`src/rtl/monishvr_fifo.sv`:
```
`default_nettype none
// ============================================================================
// Module      : monishvr_fifo
// Description : Tiny Tapeout tile top: 16x4 synchronous FIFO with registered
//               read data, full/empty, sticky overflow/underflow and fill count.
// Revision    : 1.0 - initial release
// ============================================================================
module monishvr_fifo #(
    parameter int DATA_W = 4,
    parameter int DEPTH  = 16,
    parameter int CNT_W  = 5
) (
    input  logic       clk,
    input  logic       rst,
    input  logic       ena,
    input  logic [7:0] ui_in,
    output logic [7:0] uo_out,
    input  logic [7:0] uio_in,
    output logic [7:0] uio_out,
    output logic [7:0] uio_oe
);

    localparam int               c_ADDR_W = $clog2(DEPTH);
    localparam logic [CNT_W-1:0] c_FULL   = CNT_W'(DEPTH);

    logic [DATA_W-1:0]   r_mem [DEPTH];
    logic [c_ADDR_W-1:0] r_wp;
    logic [c_ADDR_W-1:0] r_rp;
    logic [CNT_W-1:0]    r_cnt;
    logic [DATA_W-1:0]   r_dout;
    logic                r_overflow;
    logic                r_underflow;

    logic w_full;
    logic w_empty;
    logic w_wr_en;
    logic w_rd_en;
    logic w_ra;
    logic w_wa;
    logic w_unused;

    assign w_full  = (r_cnt == c_FULL);
    assign w_empty = (r_cnt == '0);
    assign w_wr_en = ena & ui_in[4];
    assign w_rd_en = ena & ui_in[5];

    // A read at full frees a slot, so a simultaneous write is still accepted.
    assign w_ra = w_rd_en & ~w_empty;
    assign w_wa = w_wr_en & (~w_full | w_ra);

    assign w_unused = ^{uio_in, ui_in[7:6]};

    always_ff @(posedge clk) begin
        if (w_wa && !rst) begin
            r_mem[r_wp] <= ui_in[DATA_W-1:0];
        end
    end

    always_ff @(posedge clk) begin
        if (rst) begin
            r_wp        <= '0;
            r_rp        <= '0;
            r_cnt       <= '0;
            r_dout      <= '0;
            r_overflow  <= 1'b0;
            r_underflow <= 1'b0;
        end else begin
            if (w_wa) begin
                r_wp <= r_wp + 1'b1;
            end
            if (w_ra) begin
                r_dout <= r_mem[r_rp];
                r_rp   <= r_rp + 1'b1;
            end
            if (w_wa && !w_ra) begin
                r_cnt <= r_cnt + 1'b1;
            end else if (w_ra && !w_wa) begin
                r_cnt <= r_cnt - 1'b1;
            end
            if (w_wr_en && !w_wa) begin
                r_overflow <= 1'b1;
            end
            if (w_rd_en && w_empty) begin
                r_underflow <= 1'b1;
            end
        end
    end

    assign uo_out  = {r_underflow, r_overflow, w_empty, w_full, r_dout};
    assign uio_out = {{(8 - CNT_W){1'b0}}, r_cnt};
    assign uio_oe  = 8'hFF;

endmodule
`default_nettype wire

```
`config.mk`:
```
export PLATFORM = sky130hd
export DESIGN_NAME = monishvr_fifo
export DESIGN_NICKNAME = d
export VERILOG_FILES = /design/src/rtl/monishvr_fifo.sv
export SDC_FILE = /design/constraint.sdc
export NUM_CORES = 1
export LEC_CHECK = 0
export BUFFER_PORTS_ARGS = -buffer_cell sky130_fd_sc_hd__clkbuf_2
export CAP_MARGIN = 15
export CORE_ASPECT_RATIO = 2
export CORE_UTILIZATION = 35
export CTS_BUF_LIST = sky130_fd_sc_hd__clkbuf_16
export CTS_CLUSTER_DIAMETER = 40
export DETAILED_ROUTE_END_ITERATION = 7
export GPL_TIMING_DRIVEN = 1
export PLACE_DENSITY = 0.61
export SYNTH_ARGS = -nofsm -noshare
export SYNTH_HDL_FRONTEND = slang
export SYNTH_SLANG_ARGS = --single-unit
```
`constraint.sdc`:
```
create_clock -name clk -period 2.9 [get_ports clk]
set_input_delay 0.725 -clock clk [delete_from_list [all_inputs] [get_ports clk]]
set_output_delay 0.725 -clock clk [all_outputs]
set_load 0.01 [all_outputs]
```
==> impl_metrics.tcl <==
set metrics [dict create \
    drv_cap 0 \
    worstPathMaxFanout 6 \
    ir_drop_uv 497.5 \
    ctsRootBufferMaster "clkbuf_16" \
    clk_pin_slew_ns 0.06 \
    period_share_pct 95.05 \
    wl_um 6986 \
    synth_area_um2 3687 \
    setup_tns_ns 0 \
    ys.flop_type "edfxtp_1" \
    ys_seq_elements 83 \
    p_per_area_nw_per_um2 834.5 \
    cts.sinks 83 \
    finalNetCount 310 \
    drc 0 \
    p_leak_nw 1.515 \
    worst_skew_pair.late_latency_ns 0.34 \
    cp-end-kind "flip-flop" \
    grt_max_degree 26 \
    required_ns 3.13 \
    period_needed_ns 2.757 \
    async_reset_ff_share_pct 0 \
    gp_congestion 0.7349 \
    hold-path-cell-count 2 \
    detailroute.via_count 2054 \
    drv_slew 0 \
    worstReg2RegEnd "r_cnt[4]$_SDFFE_PP0P_" \
    coreArea_um2 10150 \
    drt-vias-per-instance 4.879 \
    skew_ns 0.005674 \
    post_cts_buffers 0 \
    synth.yosys.warnings 0 \
    setup_viol 0 \
    fp-row-count 52 \
    die_x_um 74.58 \
    crit_arrival_ns 2.99 \
    whs_ns 0.4714 \
    grt_pass1_vias 2103 \
    grt_usage_pct 14.61 \
    n_antenna_cell 0 \
    synth_enable_flop_cells 64 \
    route.antenna.remaining_nets 0 \
    slew_headroom_pct 62.48 \
    status "finished, final reports clean" \
    area_growth_pct 15.81 \
    regToRegSetupSlack_ns 0.14 \
    place_inst 405 \
    portBuffers 21 \
    cts_buffers 9 \
    synth.most_common_cell "edfxtp_1" \
    yosysSeqAreaShare_pct 62.44 \
    grt_pass1_wl_um 11140 \
    reg2reg_from "r_cnt[0]$_SDFFE_PP0P_" \
    r2r_cells 9 \
    dieArea_um2 10970 \
    die_h_um 147.2 \
    cts-resized-gates 0 \
    fin_area_um2 4270 \
    start_util_pct 36.33 \
    worst_slew_pin_slew_ns 0.5620 \
    cts_hold_buf 0 \
    ys_types 40 \
    placed_area_um2 3905 \
    fin_util_pct 42.07 \
    hp-class "flip-flop to flip-flop" \
    final_hold_viol_count 0 \
    wl_per_cell_um 16.59 \
    antenna_found_initial 0 \
    fillers 973 \
    layout.cells.non_filler 421 \
    crit_type "flip-flop to flip-flop" \
    min-delay-start "r_dout[2]$_SDFFE_PP0P_" \
    num_io_pins 43 \
    synth_top_cell_by_area "edfxtp_1" \
    worstSetupStartpoint "r_cnt[0]$_SDFFE_PP0P_" \
    globalRoute.totalOverflow 0 \
    syn_avg_cell_area_um2 14.29 \
    syn_inst 258 \
    cp-start-kind "flip-flop" \
    synth_top_area_share_pct 52.12 \
    synth_common_cells "edfxtp_1, nor2_1, mux2i_1" \
    synth.area.top_cells "edfxtp_1, dfxtp_1, mux2i_1" \
    hold_path_end "r_dout[2]$_SDFFE_PP0P_" \
    dp_hpwl_um 5183 \
    drtIter0Drc 87 \
    cts_tree "done" \
    fmax_mhz 362.8 \
    cts_buffer_depth 2 \
    drive_gt1_share_pct 24.48 \
    drt_first_pass_iters 4 \
    rsz0062_at_grt "no" \
    htree_levels 3 \
]
[power breakdown]
group / internal (mW) / switching, mW / total [mW] / leakage (nW)
registers: 1.35 / 0.0827 / 1.44 / 0.732
logic: 0.357 / 0.403 / 0.760 / 0.612
clock network: 0.926 / 0.442 / 1.37 / 0.172
[per-stage QoR]
step,total power [mW],worst slack [ns]
6_report,3.564,0.1434
5_1_grt,3.748,0.01518
4_1_cts,3.611,0.1007
3_5_place_dp,2.238,0.08847
3_3_place_gp,2.217,0.1202
2_1_floorplan,2.056,0.01214
[flip-flops by register name (all words and copies together), names as in the netlist]
signal       cells
r_underflow      1
r_wp             4
r_rp             4
r_cnt            5
r_dout           4
r_mem           64
r_overflow       1
[layer usage]
layer | vias to the layer above | global-route usage (%) | part of all wire [%]
li1 | 994 | - | -
met1 | 991 | 14.07 | 35
met2 | 53 | 26.62 | 58
met3 | 16 | 3.635 | 3.4
met4 | 0 | 8.396 | 3.5
met5 | - | 0 | 0
[logic make-up after synthesis]
logic type / synth area share (%)
and+or+nand+nor: 7.533
adders and majority gates: 3.597
buffers and inverters: 6.481
xor gates and xnor gates: 1.900
AOI/OAI and AO/OA: 7.228
DFF: 62.44
muxes: 10.62
other: 0.2037
[critical path, cell delays in order, from the launching register on]
cell     delay [ns]
dfxtp_4        0.34
or4_4          0.58
o21ai_2        0.23
ha_4           0.19
inv_4          0.05
fa_1           0.40
a21o_1         0.19
a21oi_2        0.13
mux2i_1        0.20
mux2_2         0.34
[area by class of cell]
cell class                 instances  area [µm²]  area share, %
tap                              135       168.9          3.955
multi-input combinational        146        1209          28.30
clock buffer                       9       225.2          5.274
inverter                          10       40.04         0.9376
sequential                        83        2307          54.03
clock inverter                     7       140.1          3.282
timing repair buffer              31       180.2          4.219
[placed cells by master, fill, tap and decap left out, types with 2 or more instances in the layout]
cell and count:
xor2_1 4, a221oi_1 8, dfxtp_1 17, mux2i_1 20, o21ai_0 4, nor3_1 6
clkinvlp_4 2, clkbuf_2 21, xnor2_1 4, edfxtp_1 64, o22ai_1 4, and3_2 4
and2_1 2, conb_1 11, nor2b_1 4, mux4_2 8, inv_1 9, ha_4 2
o211ai_1 2, buf_4 10, a21oi_1 5, and3_1 9, a211oi_1 4, clkbuf_16 9
ha_1 7, nor2_1 23, bufinv_16 4, nand3b_1 2
[worst max path at each step]
stage | end | slack [ns] | cells after the start
floorplan | r_cnt[4]$_SDFFE_PP0P_ | 0.01 | 12
global route | r_cnt[4]$_SDFFE_PP0P_ | 0.02 | 9
finish | r_cnt[4]$_SDFFE_PP0P_ | 0.14 | 9
CTS | r_cnt[4]$_SDFFE_PP0P_ | 0.10 | 9
global placement | r_cnt[4]$_SDFFE_PP0P_ | 0.12 | 10
detailed placement | r_cnt[4]$_SDFFE_PP0P_ | 0.09 | 10
(Power assumes the default switching activity.)
